===== src/rtl/dut_exec_pkg.sv =====
// dut_exec_pkg: shared constants for the command executor.
//   - command codes (WRITE/READ/FILL/ROWSUM)
//   - FSM state encoding (3-bit, legacy-compatible localparams)
//   - SRAM address width and address type
//   - accept_state(): maps an accepted command to its first FSM state
// Build option: DUT_EXEC_ROWSUM_EN enables the ROWSUM command and the
// SUM/SUM_CAP states; without it 0x04 decodes as an unknown command.
package dut_exec_pkg;

    localparam int ADDR_W = 16;
    typedef logic [ADDR_W-1:0] sram_addr_t;

    localparam logic [7:0] CMD_WRITE  = 8'h01;
    localparam logic [7:0] CMD_READ   = 8'h02;
    localparam logic [7:0] CMD_FILL   = 8'h03;
    localparam logic [7:0] CMD_ROWSUM = 8'h04;

    localparam logic [2:0] ST_IDLE    = 3'd0;
    localparam logic [2:0] ST_WR      = 3'd1;
    localparam logic [2:0] ST_RD      = 3'd2;
    localparam logic [2:0] ST_RD_CAP  = 3'd3;
    localparam logic [2:0] ST_FILL    = 3'd4;
`ifdef DUT_EXEC_ROWSUM_EN
    localparam logic [2:0] ST_SUM     = 3'd5;
    localparam logic [2:0] ST_SUM_CAP = 3'd6;
`endif
    localparam logic [2:0] ST_ERR     = 3'd7;

    // Every known command touches the SRAM, so SRAM_MODE=0 rejects them all.
    function automatic logic [2:0] accept_state(input logic [7:0] cmd,
                                                input logic       sram_mode);
        logic [2:0] st;
        case (cmd)
            CMD_WRITE:  st = ST_WR;
            CMD_READ:   st = ST_RD;
            CMD_FILL:   st = ST_FILL;
`ifdef DUT_EXEC_ROWSUM_EN
            CMD_ROWSUM: st = ST_SUM;
`endif
            default:    st = ST_ERR;
        endcase
        if (!sram_mode) st = ST_ERR;
        return st;
    endfunction

endpackage


===== src/rtl/dut_cmd_exec.sv =====
// dut_cmd_exec: single-command SRAM executor driven by a UART controller.
// Ports:
//   CLK, RESET (async, active-high), CTR_RST (sync soft reset)
//   CTR_EN/CTR_CMD/DIN/ROW_ADDR/COL_ADDR/SUB_ADDR/SRAM_MODE : command input
//   CTR_IN_PROCESS : busy, high while the FSM is outside IDLE
//   DOUT : last read byte, TID_DATA : row sum, ERR : last command rejected
//   SRAM_CS/WE/ADDR/WDATA/RDATA : synchronous SRAM port (read data valid one
//     cycle after a CS=1, WE=0 cycle)
//   DBG_STATE : current FSM state for observation
// Handshake: a command is taken only when CTR_EN=1 in IDLE; while busy the
// strobe is dropped (no queue, no error).
// Build option: DUT_EXEC_ROWSUM_EN enables ROWSUM; otherwise TID_DATA is 0.
import dut_exec_pkg::*;

module dut_cmd_exec (
    input  logic             CLK,
    input  logic             RESET,
    input  logic             CTR_RST,
    input  logic             CTR_EN,
    input  logic [7:0]       CTR_CMD,
    input  logic [7:0]       DIN,
    input  logic [7:0]       ROW_ADDR,
    input  logic [3:0]       COL_ADDR,
    input  logic [3:0]       SUB_ADDR,
    input  logic             SRAM_MODE,
    output logic             CTR_IN_PROCESS,
    output logic [7:0]       DOUT,
    output logic [31:0]      TID_DATA,
    output logic             ERR,
    output logic             SRAM_CS,
    output logic             SRAM_WE,
    output logic [ADDR_W-1:0] SRAM_ADDR,
    output logic [7:0]       SRAM_WDATA,
    input  logic [7:0]       SRAM_RDATA,
    output logic [2:0]       DBG_STATE
);

    logic [2:0] state;
    logic [7:0] idx;
    logic [2:0] accept_st;

    assign accept_st      = accept_state(CTR_CMD, SRAM_MODE);
    assign CTR_IN_PROCESS = (state != ST_IDLE);
    assign DBG_STATE      = state;

    // SRAM controls are registered together with the state so that each
    // access state drives a clean, glitch-free port for exactly its cycle.
    always_ff @(posedge CLK or posedge RESET) begin
        if (RESET) begin
            state      <= ST_IDLE;
            idx        <= '0;
            DOUT       <= '0;
            ERR        <= 1'b0;
            SRAM_CS    <= 1'b0;
            SRAM_WE    <= 1'b0;
            SRAM_ADDR  <= '0;
            SRAM_WDATA <= '0;
        end else if (CTR_RST) begin
            state      <= ST_IDLE;
            idx        <= '0;
            DOUT       <= '0;
            ERR        <= 1'b0;
            SRAM_CS    <= 1'b0;
            SRAM_WE    <= 1'b0;
            SRAM_ADDR  <= '0;
            SRAM_WDATA <= '0;
        end else begin
            case (state)
                ST_IDLE: begin
                    if (CTR_EN) begin
                        state      <= accept_st;
                        idx        <= '0;
                        ERR        <= 1'b0;
                        SRAM_WDATA <= DIN;
                        SRAM_ADDR  <= {ROW_ADDR, COL_ADDR, SUB_ADDR};
                        SRAM_CS    <= (accept_st != ST_ERR);
                        SRAM_WE    <= (accept_st == ST_WR) || (accept_st == ST_FILL);
                        // Row sweeps start at column/sub 0 regardless of the
                        // column and sub address supplied with the command.
                        if (accept_st == ST_FILL) SRAM_ADDR <= {ROW_ADDR, 8'h00};
`ifdef DUT_EXEC_ROWSUM_EN
                        if (accept_st == ST_SUM)  SRAM_ADDR <= {ROW_ADDR, 8'h00};
`endif
                    end
                end
                ST_WR: begin
                    state   <= ST_IDLE;
                    SRAM_CS <= 1'b0;
                    SRAM_WE <= 1'b0;
                end
                ST_RD: begin
                    state   <= ST_RD_CAP;
                    SRAM_CS <= 1'b0;
                end
                ST_RD_CAP: begin
                    state <= ST_IDLE;
                    DOUT  <= SRAM_RDATA;
                end
                ST_FILL: begin
                    if (idx == 8'hFF) begin
                        state   <= ST_IDLE;
                        SRAM_CS <= 1'b0;
                        SRAM_WE <= 1'b0;
                    end else begin
                        idx            <= idx + 8'd1;
                        SRAM_ADDR[7:0] <= idx + 8'd1;
                    end
                end
`ifdef DUT_EXEC_ROWSUM_EN
                ST_SUM: begin
                    if (idx == 8'hFF) begin
                        state   <= ST_SUM_CAP;
                        SRAM_CS <= 1'b0;
                    end else begin
                        idx            <= idx + 8'd1;
                        SRAM_ADDR[7:0] <= idx + 8'd1;
                    end
                end
                ST_SUM_CAP: begin
                    state <= ST_IDLE;
                end
`endif
                ST_ERR: begin
                    state <= ST_IDLE;
                    ERR   <= 1'b1;
                end
                default: begin
                    state   <= ST_IDLE;
                    SRAM_CS <= 1'b0;
                    SRAM_WE <= 1'b0;
                end
            endcase
        end
    end

`ifdef DUT_EXEC_ROWSUM_EN
    logic [31:0] tid_acc;

    // Read data lags the address by one cycle: in SUM with idx=k the bus
    // carries byte k-1 (nothing yet when k=0), and SUM_CAP carries byte 255.
    always_ff @(posedge CLK or posedge RESET) begin
        if (RESET) begin
            tid_acc <= '0;
        end else if (CTR_RST) begin
            tid_acc <= '0;
        end else if (state == ST_IDLE && CTR_EN && accept_st == ST_SUM) begin
            tid_acc <= '0;
        end else if ((state == ST_SUM && idx != 8'd0) || state == ST_SUM_CAP) begin
            tid_acc <= tid_acc + {24'd0, SRAM_RDATA};
        end
    end

    assign TID_DATA = tid_acc;
`else
    assign TID_DATA = 32'd0;
`endif

endmodule


===== config.mk =====
export PLATFORM = sky130hd
export DESIGN_NAME = dut_cmd_exec
export DESIGN_NICKNAME = d
export VERILOG_FILES = /design/src/rtl/dut_exec_pkg.sv /design/src/rtl/dut_cmd_exec.sv
export SDC_FILE = /design/constraint.sdc
export NUM_CORES = 1
export LEC_CHECK = 0
export CORE_MARGIN = 3
export CORE_UTILIZATION = 41
export CTS_CLUSTER_SIZE = 30
export DETAILED_ROUTE_END_ITERATION = 10
export PLACE_DENSITY = 0.89
export SLEW_MARGIN = 20
export SYNTH_ARGS = -nofsm -noshare
export SYNTH_HDL_FRONTEND = slang
export SYNTH_SLANG_ARGS = --single-unit

===== constraint.sdc =====
create_clock -name CLK -period 2.05 [get_ports CLK]
set_input_delay 0.3075 -clock CLK [delete_from_list [all_inputs] [get_ports CLK]]
set_output_delay 0.3075 -clock CLK [all_outputs]
set_load 0.005 [all_outputs]

==> results.yml <==
timing:
  setup_violations: 0
  max_slew_margin: 0.343
  period_needed_ps: 1960
  finalHoldViolations: 0
  fin_skew_ps: 4.49
  post-route-period-util: 0.958
  tightest_slew_ps: 979
  holdWs_ps: 352
  max_freq_mhz: 509
  rsz0062_at_grt: "no"
  final-max-slew-violation-count: 0
synth:
  async_flop_share: 1.00
  yosysTopAreaCell: "dfrtp_1"
  yosysSeqAreaShare: 0.472
  synth-warning-count: 0
  syn-cell-area_sq_mm: 0.00244
  synth-compound-area-share: 0.174
  yosys.area_share.simple: 0.153
  synth_seq_cells: 46
  synth_edf_count: 0
  synth_top_family_by_area: "compound AO/OA/AOI/OAI gates"
  syn_inst: 254
  synthXorXnorAreaFrac: 0.0144
  syn_area_per_cell_sq_um: 9.60
  synthMuxAreaShare: 0.0513
  synthAdderAreaFrac: 0.00513
  ys.flop_type: "dfrtp_1"
  synth.area.top_cells: "dfrtp_1, buf_4, nand2_1, a21oi_1, mux2i_1"
  synth.distinct_cells: 50
  synth.top_cell.area_share: 0.472
global_route:
  grt.busiest_layer: "met2"
  grt_pass1_vias: 2022
  grt_pass1_wl_microns: 9850
  gr-total-overflow: 0
  met1_usage: 0.235
  antenna_found_initial: 0
  grt.met2_usage: 0.278
  use_met3: 0.0407
  grt_max_degree: 26
  grt_use_total: 0.174
clock_network:
  cts_root_buffer: "clkbuf_8"
  h-tree-depth: 2
  clock_latency_ps: 290
  hold_buffers: 0
  cts_made_buffers: 5
  clk_pin_slew_ps: 80
  cts_resized: 0
  clkSinkCount: 46
  clockBufferDepth: 2
  cts_tree: "built"
  cts_setup_buffers: 0
detailed_routing:
  via_count: 2085
  drc: 0
  drt-initial-drc-count: 163
  antenna_left: 0
  firstDrtPassIters: 4
  avgRoutedWirePerCell_microns: 14.1
  viasPerCell: 4.92
  wirelength_microns: 5980
die:
  initial_core_util: 0.432
  die_h_microns: 83.1
  dieArea_sq_mm: 0.00691
  core-area_sq_mm: 0.00564
  io_pins: 116
  rows: 27
  die_x_microns: 83.1
run:
  cap_violations: 0
final_layout:
  final_layout_size_suffix_gt1_frac: 0.116
  multi_input_area_sq_mm: 0.00109
  num_antenna_cells: 0
  seqCellArea_sq_mm: 0.00115
  mostFrequentLayoutCell: "clkdlybuf4s50_1"
  fill_cells: 487
  nNetsFinal: 397
  most-common-layout-cells: "clkdlybuf4s50_1, dfrtp_1, nand2_1, conb_1, a21oi_1"
  areaGrowthSynthToFinish_pct: 40.9
  final_area_sq_mm: 0.00343
placed_design:
  io_buffers: 83
  dpl_cell_area_sq_mm: 0.00334
  gp_congestion: 0.909
  place_hpwl_microns: 4660
power_and_ir_drop:
  p_leak_nw: 1.53
  seqPwrFrac: 0.484
  p_int_w: 0.00149
  switching_share: 0.278
  p_clk_frac: 0.261
  vdd_drop_max_uv: 351
  powerDensity_mw_per_mm2: 602
  p_comb_frac: 0.254
  p_sw_w: 0.000576
critical_path:
  worstPathRequired_ps: 2260
  end_kind: "flop"
  path_class: "in -> reg"
  worstPathMaxFanout: 6
  worstSetupStartpointType: "primary input"
  arrival_ps: 2170
status:
  status: "complete, no violations"
worst_hold_path:
  hold_path_class: "in -> async"
cell usage after synthesis, types with 2 or more instances:
library cell	number
inv_1	6
buf_2	7
mux2_2	4
xnor2_1	3
o21ai_0	8
a211oi_1	3
buf_4	32
and2_1	2
nor3_1	2
dfrtp_1	46
nor2_1	13
a21oi_1	25
o211ai_1	6
clkbuf_1	4
nand3_1	4
mux2i_1	8
or3_1	2
nand2_1	42
nor4_1	2
a22o_1	5
power by group through the flow:
stage               Clock (W)  Sequential, W  Combinational [W]
CTS                  0.000560        0.00100           0.000529
finish               0.000541        0.00100           0.000526
global route         0.000588        0.00101           0.000577
detailed placement          0        0.00102           0.000528
floorplan                   0        0.00102           0.000264
global placement            0        0.00102           0.000517
worst max-delay path, cell delays in order:
cell and delay (ps):
clkdlybuf4s50_1 420, nor4bb_1 160, a311oi_1 820, buf_4 250, nand2_1 50, o211ai_1 160
kinds of logic (layout without fill, tap and decap cells):
family                     count (synthesis)  after routing
and+or+nand+nor                           78             78
AOI/OAI and AO/OA                         63             63
buffers and inverters                     49            116
DFF                                       46             46
muxes                                     12             12
xor gates and xnor gates                   4              4
adders and majority gates                  1              1
other                                      1             32
area by class of cell:
cell class,count,share of cell area
clock buffers,5,0.0200
clock inverters,3,0.00619
inverters,6,0.00656
multi-input cells,190,0.319
flip-flops and latches,46,0.335
well taps,72,0.0262
repair buffers,102,0.287
metal layers:
metal | part of all wire | vias up
li1 | - | 1019
met1 | 0.43 | 965
met2 | 0.48 | 97
met3 | 0.072 | 4
met4 | 0.011 | 0
met5 | 0 | -
flip-flops by register name, indices dropped and copies added, names as in the netlist:
signal and flops:
SRAM_CS 1, DBG_STATE 3, ERR 1, DOUT 8, SRAM_WDATA 8, SRAM_WE 1, idx 8, SRAM_ADDR 16
per-stage QoR:
| step | TNS, ps | setup slack [ps] | total power, W | utilization | instances |
|---|---|---|---|---|---|
| 2_1_floorplan | 0 | 319 | 0.00128 | - | 285 |
| 3_3_place_gp | -663 | -138 | 0.00154 | 0.593 | 416 |
| 3_5_place_dp | -1060 | -192 | 0.00155 | 0.593 | 416 |
| 4_1_cts | 0 | 96.7 | 0.00209 | 0.609 | 424 |
| 5_1_grt | 0 | 26.0 | 0.00218 | 0.609 | 424 |
| 6_report | 0 | 86.2 | 0.00207 | 0.609 | 424 |
path summary, 6_finish.rpt:
| kind | from | endpoint | slack (ps) | cells past startpoint |
|---|---|---|---|---|
| setup / recovery | SRAM_MODE | SRAM_ADDR[6] | 90 | 6 |
| hold reg to reg | SRAM_ADDR[4] | SRAM_ADDR[4] | 520 | 1 |
| hold / removal | RESET | DOUT[4] | 350 | 2 |
| min in group CLK | SRAM_ADDR[4] | SRAM_ADDR[4] | 520 | 1 |
| max in group asynchronous | RESET | idx[4] | 1200 | 3 |
| setup reg to reg | DBG_STATE[0] | SRAM_ADDR[6] | 140 | 5 |
(Power assumes the default switching activity.)
